### src/rtl/riscv_lsu.sv
// riscv_lsu: load/store unit between a single-cycle core's data port and a
// word-wide valid/ready memory bus. Each core access becomes one aligned bus
// transaction (request phase, then response phase). While the access is in
// flight, the core is stalled. Loads return sign- or zero-extended data.
// Misaligned accesses, illegal memops and bus timeouts complete with a
// one-cycle error pulse.
//
// Ports:
//   clk, rst        clock (rising edge), synchronous active-high reset
//   cpu_ren/wen     load / store request; a store wins when both are high
//   cpu_memop       funct3: 000 b, 001 h, 010 w, 100 bu, 101 hu
//   cpu_addr        byte address
//   cpu_wdata       store data
//   cpu_rdata       registered, extended load data
//   cpu_stall       holds the core while an access is outstanding
//   cpu_err         one-cycle fault pulse in the commit cycle
//   bus_req_*       request handshake; payload is bus_we/addr/wdata/wstrb
//   bus_resp_valid  one-cycle response pulse; bus_rdata is valid with it
module riscv_lsu #(
  parameter int unsigned TIMEOUT = 255
) (
  input  logic        clk,
  input  logic        rst,
  input  logic        cpu_ren,
  input  logic        cpu_wen,
  input  logic [2:0]  cpu_memop,
  input  logic [31:0] cpu_addr,
  input  logic [31:0] cpu_wdata,
  output logic [31:0] cpu_rdata,
  output logic        cpu_stall,
  output logic        cpu_err,
  output logic        bus_req_valid,
  input  logic        bus_req_ready,
  output logic        bus_we,
  output logic [31:0] bus_addr,
  output logic [31:0] bus_wdata,
  output logic [3:0]  bus_wstrb,
  input  logic        bus_resp_valid,
  input  logic [31:0] bus_rdata
);

  typedef enum logic [1:0] {StIdle, StReq, StResp, StDone} state_e;

  // The counter value on the last cycle allowed in REQ+RESP.
  localparam logic [15:0] TimeoutLast = 16'(TIMEOUT - 1);

  state_e      state_q, state_d;
  logic        is_store_q, is_store_d;
  logic [2:0]  memop_q, memop_d;
  logic [1:0]  addr_lo_q, addr_lo_d;
  logic [15:0] cnt_q, cnt_d;
  logic [31:0] cpu_rdata_q, cpu_rdata_d;
  logic        cpu_err_q, cpu_err_d;
  logic        bus_req_valid_q, bus_req_valid_d;
  logic        bus_we_q, bus_we_d;
  logic [31:0] bus_addr_q, bus_addr_d;
  logic [31:0] bus_wdata_q, bus_wdata_d;
  logic [3:0]  bus_wstrb_q, bus_wstrb_d;

  logic        cpu_req;
  logic        req_fault;
  logic [31:0] lane_wdata;
  logic [3:0]  lane_strb;
  logic [31:0] load_shifted;
  logic [31:0] load_ext;
  logic        timeout_hit;

  assign cpu_req     = cpu_ren | cpu_wen;
  assign timeout_hit = (cnt_q == TimeoutLast);

  // Fault decode for the incoming request. Unsigned memops are load-only.
  always_comb begin
    req_fault = 1'b1;
    case (cpu_memop)
      3'b000:  req_fault = 1'b0;
      3'b001:  req_fault = cpu_addr[0];
      3'b010:  req_fault = |cpu_addr[1:0];
      3'b100:  req_fault = cpu_wen;
      3'b101:  req_fault = cpu_wen | cpu_addr[0];
      default: req_fault = 1'b1;
    endcase
  end

  // Store data is replicated across lanes so the strobe alone selects bytes.
  always_comb begin
    lane_wdata = cpu_wdata;
    lane_strb  = 4'b0000;
    case (cpu_memop[1:0])
      2'b00: begin
        lane_wdata = {4{cpu_wdata[7:0]}};
        lane_strb  = 4'b0001 << cpu_addr[1:0];
      end
      2'b01: begin
        lane_wdata = {2{cpu_wdata[15:0]}};
        lane_strb  = cpu_addr[1] ? 4'b1100 : 4'b0011;
      end
      2'b10: begin
        lane_wdata = cpu_wdata;
        lane_strb  = 4'b1111;
      end
      default: begin
        lane_wdata = cpu_wdata;
        lane_strb  = 4'b0000;
      end
    endcase
  end

  // Load extraction uses the registered op/offset of the access in flight.
  assign load_shifted = bus_rdata >> {addr_lo_q, 3'b000};

  always_comb begin
    load_ext = bus_rdata;
    case (memop_q)
      3'b000:  load_ext = {{24{load_shifted[7]}}, load_shifted[7:0]};
      3'b001:  load_ext = {{16{load_shifted[15]}}, load_shifted[15:0]};
      3'b100:  load_ext = {24'h000000, load_shifted[7:0]};
      3'b101:  load_ext = {16'h0000, load_shifted[15:0]};
      default: load_ext = bus_rdata;
    endcase
  end

  // Next-state logic.
  always_comb begin
    state_d         = state_q;
    is_store_d      = is_store_q;
    memop_d         = memop_q;
    addr_lo_d       = addr_lo_q;
    cnt_d           = cnt_q;
    cpu_rdata_d     = cpu_rdata_q;
    cpu_err_d       = 1'b0;
    bus_req_valid_d = bus_req_valid_q;
    bus_we_d        = bus_we_q;
    bus_addr_d      = bus_addr_q;
    bus_wdata_d     = bus_wdata_q;
    bus_wstrb_d     = bus_wstrb_q;

    unique case (state_q)
      StIdle: begin
        if (cpu_req) begin
          is_store_d  = cpu_wen;
          memop_d     = cpu_memop;
          addr_lo_d   = cpu_addr[1:0];
          bus_we_d    = cpu_wen;
          bus_addr_d  = {cpu_addr[31:2], 2'b00};
          bus_wdata_d = lane_wdata;
          bus_wstrb_d = cpu_wen ? lane_strb : 4'b0000;
          if (req_fault) begin
            // Faulting loads return zero; faulting stores leave rdata alone.
            state_d   = StDone;
            cpu_err_d = 1'b1;
            if (!cpu_wen) begin
              cpu_rdata_d = '0;
            end
          end else begin
            state_d         = StReq;
            bus_req_valid_d = 1'b1;
            cnt_d           = '0;
          end
        end
      end

      StReq: begin
        cnt_d = cnt_q + 16'd1;
        // Acceptance cannot finish the access, so the timeout wins here.
        if (timeout_hit) begin
          state_d         = StDone;
          bus_req_valid_d = 1'b0;
          cpu_err_d       = 1'b1;
          cpu_rdata_d     = '0;
        end else if (bus_req_ready) begin
          state_d         = StResp;
          bus_req_valid_d = 1'b0;
        end
      end

      StResp: begin
        cnt_d = cnt_q + 16'd1;
        // A response on the last allowed cycle still completes normally.
        if (bus_resp_valid) begin
          state_d = StDone;
          if (!is_store_q) begin
            cpu_rdata_d = load_ext;
          end
        end else if (timeout_hit) begin
          state_d     = StDone;
          cpu_err_d   = 1'b1;
          cpu_rdata_d = '0;
        end
      end

      StDone: begin
        state_d = StIdle;
      end
    endcase
  end

  always_ff @(posedge clk) begin
    if (rst) begin
      state_q         <= StIdle;
      is_store_q      <= 1'b0;
      memop_q         <= 3'b000;
      addr_lo_q       <= 2'b00;
      cnt_q           <= '0;
      cpu_rdata_q     <= '0;
      cpu_err_q       <= 1'b0;
      bus_req_valid_q <= 1'b0;
      bus_we_q        <= 1'b0;
      bus_addr_q      <= '0;
      bus_wdata_q     <= '0;
      bus_wstrb_q     <= 4'b0000;
    end else begin
      state_q         <= state_d;
      is_store_q      <= is_store_d;
      memop_q         <= memop_d;
      addr_lo_q       <= addr_lo_d;
      cnt_q           <= cnt_d;
      cpu_rdata_q     <= cpu_rdata_d;
      cpu_err_q       <= cpu_err_d;
      bus_req_valid_q <= bus_req_valid_d;
      bus_we_q        <= bus_we_d;
      bus_addr_q      <= bus_addr_d;
      bus_wdata_q     <= bus_wdata_d;
      bus_wstrb_q     <= bus_wstrb_d;
    end
  end

  // In IDLE the stall must rise in the same cycle the core asks.
  always_comb begin
    cpu_stall = 1'b0;
    if (!rst) begin
      unique case (state_q)
        StIdle:  cpu_stall = cpu_req;
        StReq:   cpu_stall = 1'b1;
        StResp:  cpu_stall = 1'b1;
        StDone:  cpu_stall = 1'b0;
      endcase
    end
  end

  assign cpu_rdata     = cpu_rdata_q;
  assign cpu_err       = cpu_err_q;
  assign bus_req_valid = bus_req_valid_q;
  assign bus_we        = bus_we_q;
  assign bus_addr      = bus_addr_q;
  assign bus_wdata     = bus_wdata_q;
  assign bus_wstrb     = bus_wstrb_q;

endmodule

### config.mk
export PLATFORM = sky130hd
export DESIGN_NAME = riscv_lsu
export DESIGN_NICKNAME = d
export VERILOG_FILES = /design/src/rtl/riscv_lsu.sv
export SDC_FILE = /design/constraint.sdc
export NUM_CORES = 1
export LEC_CHECK = 0
export ABC_AREA = 1
export CORE_ASPECT_RATIO = 0.8
export CORE_MARGIN = 8
export CORE_UTILIZATION = 47
export DETAILED_ROUTE_END_ITERATION = 7
export PLACE_DENSITY = 0.78
export SETUP_SLACK_MARGIN = 0.02
export SKIP_LAST_GASP = 1
export SYNTH_ARGS = -nofsm -noshare
export SYNTH_HDL_FRONTEND = slang
export SYNTH_SLANG_ARGS = --single-unit
### constraint.sdc
create_clock -name clk -period 2.1 [get_ports clk]
set_input_delay 0.42 -clock clk [delete_from_list [all_inputs] [get_ports clk]]
set_output_delay 0.42 -clock clk [all_outputs]
set_load 0.1 [all_outputs]
==> flow_summary.yaml, run 1 <==
critical_path:
  crit_family: "flip-flops"
  cp.required_ns: 1.68
  critPathCaptureType: "primary output"
  start_kind: "flip-flop"
  crit_type: "reg -> out"
  critical_path_buf_inv_count: 2
  max_stage_delay_ns: 0.37
  cp.arrival_ns: 1.61
  crit_path_cell_trace: "inv_1 -> ha_4 -> o21ai_4 -> nor2_4 -> buf_12"
  crit_path_start: "state_q[0]$_SDFFE_PP0P_"
  crit_fanout: 5
  critPathSlowestCell: "dfxtp_2"
  r2r-start: "state_q[0]$_SDFFE_PP0P_"
die:
  coreArea_mm2: 0.0134
  start_util_pct: 47.4
  die_x_um: 146
  die_h_um: 120
  rows: 38
  ioPinCount: 209
  die_area_mm2: 0.0175
sta:
  final_max_slew_viol_count: 0
  rsz0062_at_grt: "true"
  period_needed_ns: 2.03
  max_freq_mhz: 494
  hold_slack_ns: 0.387
  setup_viol: 0
  fin_crit_sh_pct: 96.4
  postLayoutSetupSlackWorst_ns: 0.0747
  finalHoldViolCount: 0
  skew_ns: 0.0186
clock_tree:
  cts_tree: "yes"
  htree_num_levels: 4
  cts_root_buffer: "clkbuf_16"
  clockBufferDepth: 2
  cts_sinks: 124
  numCtsBuffers: 17
  cts_hold_buffers: 0
  clock_latency_ns: 0.43
  path_clk_slew_ns: 0.06
yosys:
  syn-cell-area_mm2: 0.00633
  synth.yosys.seq_area_share_pct: 39.2
  ys_ff_latch: 124
  synthCells: 930
  synthDistinctLibCells: 40
  avgSynthCellArea_um2: 6.81
  yosysWarnings: 0
detailed_routing:
  drc: 0
  via_count: 6866
  via_per_inst: 5.12
  dr.pass1.iters: 6
  wirelength_um: 20900
  ant_nets: 0
  wl_per_cell_um: 15.5
  drt_iter0_drc: 508
hold_path:
  hp-class: "in -> reg"
  min_from: "rst"
place:
  dp_hpwl_um: 15800
  gp_congestion: 0.923
  io_buffer_count: 206
  place_ws_ns: -0.0890
outcome:
  status: "complete, no violations"
layout:
  layout.nets: 1261
  area_growth_pct: 44.0
  drive_above_1_share_pct: 20.5
  fin_util_pct: 68.2
  n_antenna_cell: 0
pwr:
  ir_drop_v: 0.00124
  leakage_nw: 3.93
  power_density_mw_per_mm2: 1600
global_routing:
  grt_pass1_wl_um: 34600
  grt_max_degree: 70
  first_global_vias: 6767
  antenna_found_initial: 0
  grt_usage_pct: 24.0
  grt-ovfl-total: 0
job:
  cap_viol_max_count: 0
==> area by class of cell <==
| class | instances | area, µm² |
|---|---|---|
| clock inverter | 14 | 146 |
| timing repair buffer | 248 | 2200 |
| sequential | 124 | 2480 |
| tap | 180 | 225 |
| inverter | 80 | 300 |
| fill | 1183 | 4250 |
| clock buffer | 18 | 429 |
| multi-input combinational | 678 | 3320 |
==> cells in the mapped netlist <==
cell type,number,area (µm²)
buf_6,3,33.8
nor2_8,3,60.1
ha_1,7,87.6
dfxtp_1,124,2480
inv_2,9,33.8
o21ai_2,3,26.3
clkinv_1,3,11.3
nand2_1,188,706
buf_4,6,45.0
mux2i_1,3,30.0
nor2_4,1,11.3
nand2_2,13,81.3
a211oi_1,1,7.51
buf_12,1,20.0
xor2_1,4,35.0
nor3_1,12,60.1
buf_1,1,3.75
nor2_1,159,597
nand3_4,1,17.5
o21ai_4,1,16.3
nand2_4,2,22.5
nand4_1,21,131
conb_1,1,3.75
clkbuf_1,32,120
buf_2,6,30.0
nand3_1,32,160
o21ai_0,88,440
o21ai_1,11,55.1
o21bai_1,1,7.51
or2_1,1,6.26
a21boi_0,1,7.51
a21oi_2,11,96.3
a21boi_1,1,7.51
nor2_2,2,12.5
nand4_4,1,21.3
inv_1,68,255
o211ai_1,7,52.6
a31oi_1,16,100
or2_2,8,50.1
a21oi_1,77,385
==> metal layers <==
layer	part of all wire [%]	vias up	track usage [%]
li1	-	3481	-
met1	43	3126	28.9
met2	45	242	38.4
met3	11	17	10.4
met4	1.1	0	7.20
met5	0	-	0
==> kinds of logic (layout without fill, tap and decap cells) <==
kind of cell,Yosys count,count (layout),synth area share (%)
compound gates,218,218,19.0
xor+xnor,4,4,0.553
mux,3,3,0.474
other cells,1,2,0.0592
flops,124,124,39.2
fa+ha+maj,7,7,1.38
simple gates,444,444,30.6
buf+inv,129,360,8.74
==> final timing paths <==
path                           endpoint  slack [ns]  cells past startpoint
min reg2reg  cpu_rdata[17]$_SDFFE_PP0P_        0.47                      2
max reg2reg  cpu_rdata[30]$_SDFFE_PP0P_        0.22                     12
min           cpu_rdata[1]$_SDFFE_PP0P_        0.39                      2
max                           cpu_stall        0.07                      5
==> power breakdown <==
group	total, W	switching (W)	internal (W)
combinational	0.00848	0.00637	0.00210
sequential	0.00327	0.000339	0.00293
clock	0.00289	0.00121	0.00167
total	0.0146	0.00793	0.00670
==> flip-flops by register name, summed over array words and instances (netlist names) <==
register / flops
bus_we: 1
cnt_q: 16
cpu_err: 1
state_q: 2
memop_q: 3
addr_lo_q: 2
bus_wdata: 32
bus_wstrb: 4
cpu_rdata: 32
bus_req_valid: 1
bus_addr: 30
==> timing repair <==
item                       4_1_cts  5_1_grt
gates resized for setup          3        2
setup endpoints to repair        1        2
buffers inserted                 1        0
pin swaps                        1        0
==> placed cells by master (no fill, tap or decap), types with 6 or more instances in the layout <==
cell type	count
inv_1	68
a31oi_1	16
nand4_1	21
ha_1	6
o21ai_0	88
clkbuf_16	17
inv_6	6
nand3_1	32
o211ai_1	7
nand2_1	187
nand2_2	14
nor2_1	157
nor3_1	12
or2_2	8
buf_12	7
clkdlybuf4s50_1	103
buf_4	137
o21ai_1	11
inv_2	10
dfxtp_1	122
a21oi_1	77
a21oi_2	11
==> through the flow <==
step	area [µm²]	TNS, ns	instances	power, W
floorplan	6340	0	931	0.00951
global placement	8510	-0.632	1309	0.0116
detailed placement	8510	-2.56	1309	0.0117
CTS	9110	0	1342	0.0146
global route	9110	0	1342	0.0154
finish	9110	0	1342	0.0146
Note: power is estimated with default switching activity, not from simulation.
==> inputs of run 2 (changes only) <==
Settings changed: CELL_PAD_IN_SITES_DETAIL_PLACEMENT set to 0, CELL_PAD_IN_SITES_GLOBAL_PLACEMENT set to 2, CORE_UTILIZATION 47 to 24, PLACE_DENSITY 0.78 to 0.76, REMOVE_ABC_BUFFERS set to 1, SKIP_CTS_REPAIR_TIMING set to 1.
==> flow_summary.yaml, run 2 (same netlist as run 1, synthesis figures left out) <==
global_routing:
  antenna_found_initial: 1
  grt-ovfl-total: 0
  grt_usage_pct: 15.0
  grt_max_degree: 51
  first_global_vias: 6538
  grt_pass1_wl_um: 37900
  use_met2_pct: 23.8
  grt-busiest-layer: "met2"
  met3_usage_pct: 4.10
  use_met1_pct: 20.2
clock_tree:
  cts_sinks: 124
  cts_root_buffer: "clkbuf_16"
  clockBufferDepth: 2
  path_clk_slew_ns: 0.06
  numCtsBuffers: 17
  clock_latency_ns: 0.42
  cts_tree: "yes"
  htree_num_levels: 4
sta:
  fin_crit_sh_pct: 93.2
  setup_viol: 0
  rsz0062_at_grt: "false"
  max_freq_mhz: 511
  postLayoutSetupSlackWorst_ns: 0.142
  period_needed_ns: 1.96
  skew_ns: 0.00926
  final_max_slew_viol_count: 0
  slew_headroom_pct: 66.3
  finalHoldViolCount: 0
  worst_pin_slew_ns: 0.502
critical_path:
  crit_fanout: 3
  start_kind: "flip-flop"
  crit_type: "reg -> out"
  crit_family: "flip-flops"
  critPathSlowestCell: "dfxtp_4"
  cp.arrival_ns: 1.54
  max_stage_delay_ns: 0.35
  cp.required_ns: 1.68
  crit_path_cell_trace: "inv_2 -> ha_4 -> o21ai_4 -> nor2_4 -> buf_12"
  critPathCaptureType: "primary output"
  critical_path_buf_inv_count: 2
place:
  io_buffer_count: 206
  gp_congestion: 0.783
  dp_hpwl_um: 18500
  place_ws_ns: -0.158
layout:
  n_antenna_cell: 0
  layout.nets: 1280
  drive_above_1_share_pct: 22.0
  final_common_cell: "nand2_1"
  mostFrequentLayoutCells: "nand2_1 (187), nor2_1 (158), buf_4 (155), dfxtp_1 (122), clkdlybuf4s50_1 (102)"
  area_growth_pct: 49.9
die:
  rows: 53
  coreArea_mm2: 0.0261
  die_area_mm2: 0.0319
  die_x_um: 198
  ioPinCount: 209
  start_util_pct: 24.2
  die_h_um: 161
pwr:
  leakage_nw: 4.04
  ir_drop_v: 0.000903
  p_total_w: 0.0149
  power_density_mw_per_mm2: 1570
detailed_routing:
  drt_iter0_drc: 329
  wirelength_um: 24200
  drc: 0
  via_count: 6706
  via_per_inst: 4.36
  wl_per_cell_um: 15.7
  dr.pass1.iters: 4
  ant_nets: 0
job:
  cap_viol_max_count: 0
outcome:
  status: "complete, no violations"
hold_path:
  hp-class: "in -> reg"
run 2: final cells by class:
| type | count | area, µm² |
|---|---|---|
| Sequential cell | 124 | 2490 |
| Clock inverter | 14 | 135 |
| Timing Repair Buffer | 267 | 2360 |
| Clock buffer | 18 | 439 |
| Inverter | 80 | 300 |
| Multi-Input combinational cell | 678 | 3320 |
| Tap cell | 357 | 447 |
| Fill cell | 2872 | 16600 |
run 2: worst min-delay path, cell delays in order:
cell and delay [ns]:
dlymetal6s2s_1 0.18, nand2_1 0.11, a21oi_1 0.06
run 2: metal layers:
| metal | vias up | part of all wire (%) | routed length [µm] |
|---|---|---|---|
| li1 | 3518 | - | - |
| met1 | 3032 | 49 | 11800 |
| met2 | 141 | 45 | 11000 |
| met3 | 13 | 5.2 | 1270 |
| met4 | 2 | 0.69 | 166 |
| met5 | - | 0.041 | 10 |
run 2: power by group:
group | internal (W) | switching (W) | total (W)
registers | 0.00293 | 0.000357 | 0.00329
clock network | 0.00168 | 0.00121 | 0.00289
logic | 0.00230 | 0.00645 | 0.00874
run 2: per-stage QoR:
step                std cells  utilization (%)  hold WS [ns]  TNS, ns  cell area [µm²]
global route             1538             36.3         0.399        0             9490
detailed placement       1503             33.9         0.456    -3.85             8870
global placement         1503             33.9         0.453    -2.15             8870
CTS                      1535             36.1         0.465   -0.302             9440
finish                   1538             36.3         0.400        0             9490
floorplan                 882                -         0.452  -109.56             6080
run 2: final timing paths:
| kind | from | end | slack (ns) | cells after the start |
|---|---|---|---|---|
| hold reg to reg | bus_wstrb[1]$_SDFFE_PP0P_ | bus_wstrb[1]$_SDFFE_PP0P_ | 0.47 | 2 |
| setup reg to reg | state_q[1]$_SDFFE_PP0P_ | cpu_rdata[7]$_SDFFE_PP0P_ | 0.28 | 12 |
| hold / removal | cpu_wen | bus_we$_SDFFE_PP0P_ | 0.40 | 3 |
| setup / recovery | state_q[1]$_SDFFE_PP0P_ | cpu_stall | 0.14 | 5 |
==> inputs of run 3 (changes only) <==
Settings changed: CORE_UTILIZATION 24 to 33, DONT_BUFFER_PORTS set to 1, PLACE_DENSITY 0.76 to 0.75.
==> flow_summary.yaml, run 3 (same netlist as run 1, synthesis figures left out) <==
job:
  cap_viol_max_count: 0
critical_path:
  ff2ff_setup_slack_ns: 0.19
  cp.required_ns: 1.68
  cp.arrival_ns: 1.59
  r2r-start: "state_q[0]$_SDFFE_PP0P_"
  critPathCaptureType: "primary output"
  start_kind: "flip-flop"
  crit_type: "reg -> out"
  crit_fanout: 5
  reg2reg_to: "cpu_rdata[30]$_SDFFE_PP0P_"
  rr_worst_depth: 13
pwr:
  ir_drop_v: 0.000757
  leakage_nw: 3.45
  power_density_mw_per_mm2: 1790
clock_tree:
  cts_root_buffer: "clkbuf_16"
  numCtsBuffers: 17
  clockBufferDepth: 2
  htree_num_levels: 4
  clock_latency_ns: 0.42
  cts_tree: "yes"
  path_clk_slew_ns: 0.06
  cts_sinks: 124
global_routing:
  grt_max_degree: 78
  grt_pass1_wl_um: 32400
  antenna_found_initial: 0
  first_global_vias: 5652
  grt-ovfl-total: 0
  grt_usage_pct: 17.1
place:
  io_buffer_count: 0
  dpl_cell_area_mm2: 0.00738
  gp_congestion: 0.806
  dp_hpwl_um: 15600
detailed_routing:
  dr.pass1.iters: 5
  ant_nets: 0
  drc: 0
  drt_iter0_drc: 353
  via_per_inst: 4.73
  via_count: 6130
  wirelength_um: 21100
  wl_per_cell_um: 16.3
sta:
  max_freq_mhz: 497
  setup_viol: 0
  finalHoldViolCount: 0
  final_max_slew_viol_count: 0
  skew_ns: 0.0110
  period_needed_ns: 2.01
  tns_ns: 0
  fin_crit_sh_pct: 95.8
  rsz0062_at_grt: "false"
die:
  die_area_mm2: 0.0239
  die_h_um: 140
  ioPinCount: 209
  start_util_pct: 33.5
  coreArea_mm2: 0.0189
  rows: 45
  die_x_um: 171
layout:
  layout.nets: 1136
  final_common_cell: "nand2_1"
  n_antenna_cell: 0
  area_growth_pct: 26.7
  drive_above_1_share_pct: 20.6
  mostFrequentLayoutCells: "nand2_1 (187), nor2_1 (158), dfxtp_1 (123), buf_4 (119), o21ai_0 (88)"
  fin_util_pct: 42.4
  postLayoutCellArea_mm2: 0.00802
hold_path:
  hp-class: "in -> reg"
  min_to: "cpu_rdata[25]$_SDFFE_PP0P_"
  min_from: "rst"
  hold_depth: 1
outcome:
  status: "complete, no violations"
run 3: how the worst max path moves through the flow:
stage                            startpoint                          to  depth (start not counted)
floorplan           state_q[0]$_SDFFE_PP0P_  bus_wdata[10]$_SDFFE_PP0P_                          6
global placement    state_q[1]$_SDFFE_PP0P_  cpu_rdata[20]$_SDFFE_PP0P_                          9
detailed placement  state_q[1]$_SDFFE_PP0P_  cpu_rdata[20]$_SDFFE_PP0P_                          9
CTS                 state_q[1]$_SDFFE_PP0P_                   cpu_stall                          6
global route        state_q[1]$_SDFFE_PP0P_                   cpu_stall                          5
finish              state_q[1]$_SDFFE_PP0P_                   cpu_stall                          5
run 3: metrics by stage:
| step | power (W) | instances | setup WS [ns] | hold slack (ns) |
|---|---|---|---|---|
| detailed placement | 0.0113 | 1262 | 0.140 | 0.448 |
| CTS | 0.0144 | 1294 | -0.227 | 0.0457 |
| finish | 0.0144 | 1295 | 0.0876 | 0.0598 |
| floorplan | 0.00926 | 882 | -1.73 | 0.452 |
| global route | 0.0151 | 1295 | 0.0270 | 0.0339 |
| global placement | 0.0113 | 1262 | 0.200 | 0.447 |
run 3: area by class of cell:
type / count / area (µm²)
Clock buffer: 18 / 429
Clock inverter: 14 / 184
Fill cell: 2056 / 10900
Inverter: 80 / 300
Multi-Input combinational cell: 678 / 3330
Sequential cell: 124 / 2490
Tap cell: 258 / 323
Timing Repair Buffer: 123 / 973
run 3: where the power goes:
| part | switching (W) | internal [W] | leakage [nW] |
|---|---|---|---|
| Combinational | 0.00632 | 0.00178 | 2.13 |
| Clock | 0.00121 | 0.00190 | 0.298 |
| Sequential | 0.000240 | 0.00292 | 1.02 |
run 3: critical path: stages, from the launching register on:
cell,delay (ns)
dfxtp_4,0.36
inv_1,0.09
ha_4,0.31
o21ai_4,0.08
nor2_4,0.15
buf_12,0.19
run 3: per-layer routing:
layer,track usage [%],up-vias,part of all wire (%)
li1,-,3229,-
met1,22.1,2732,46
met2,26.8,157,46
met3,5.82,12,8.0
met4,4.20,0,0.58
met5,0,-,0
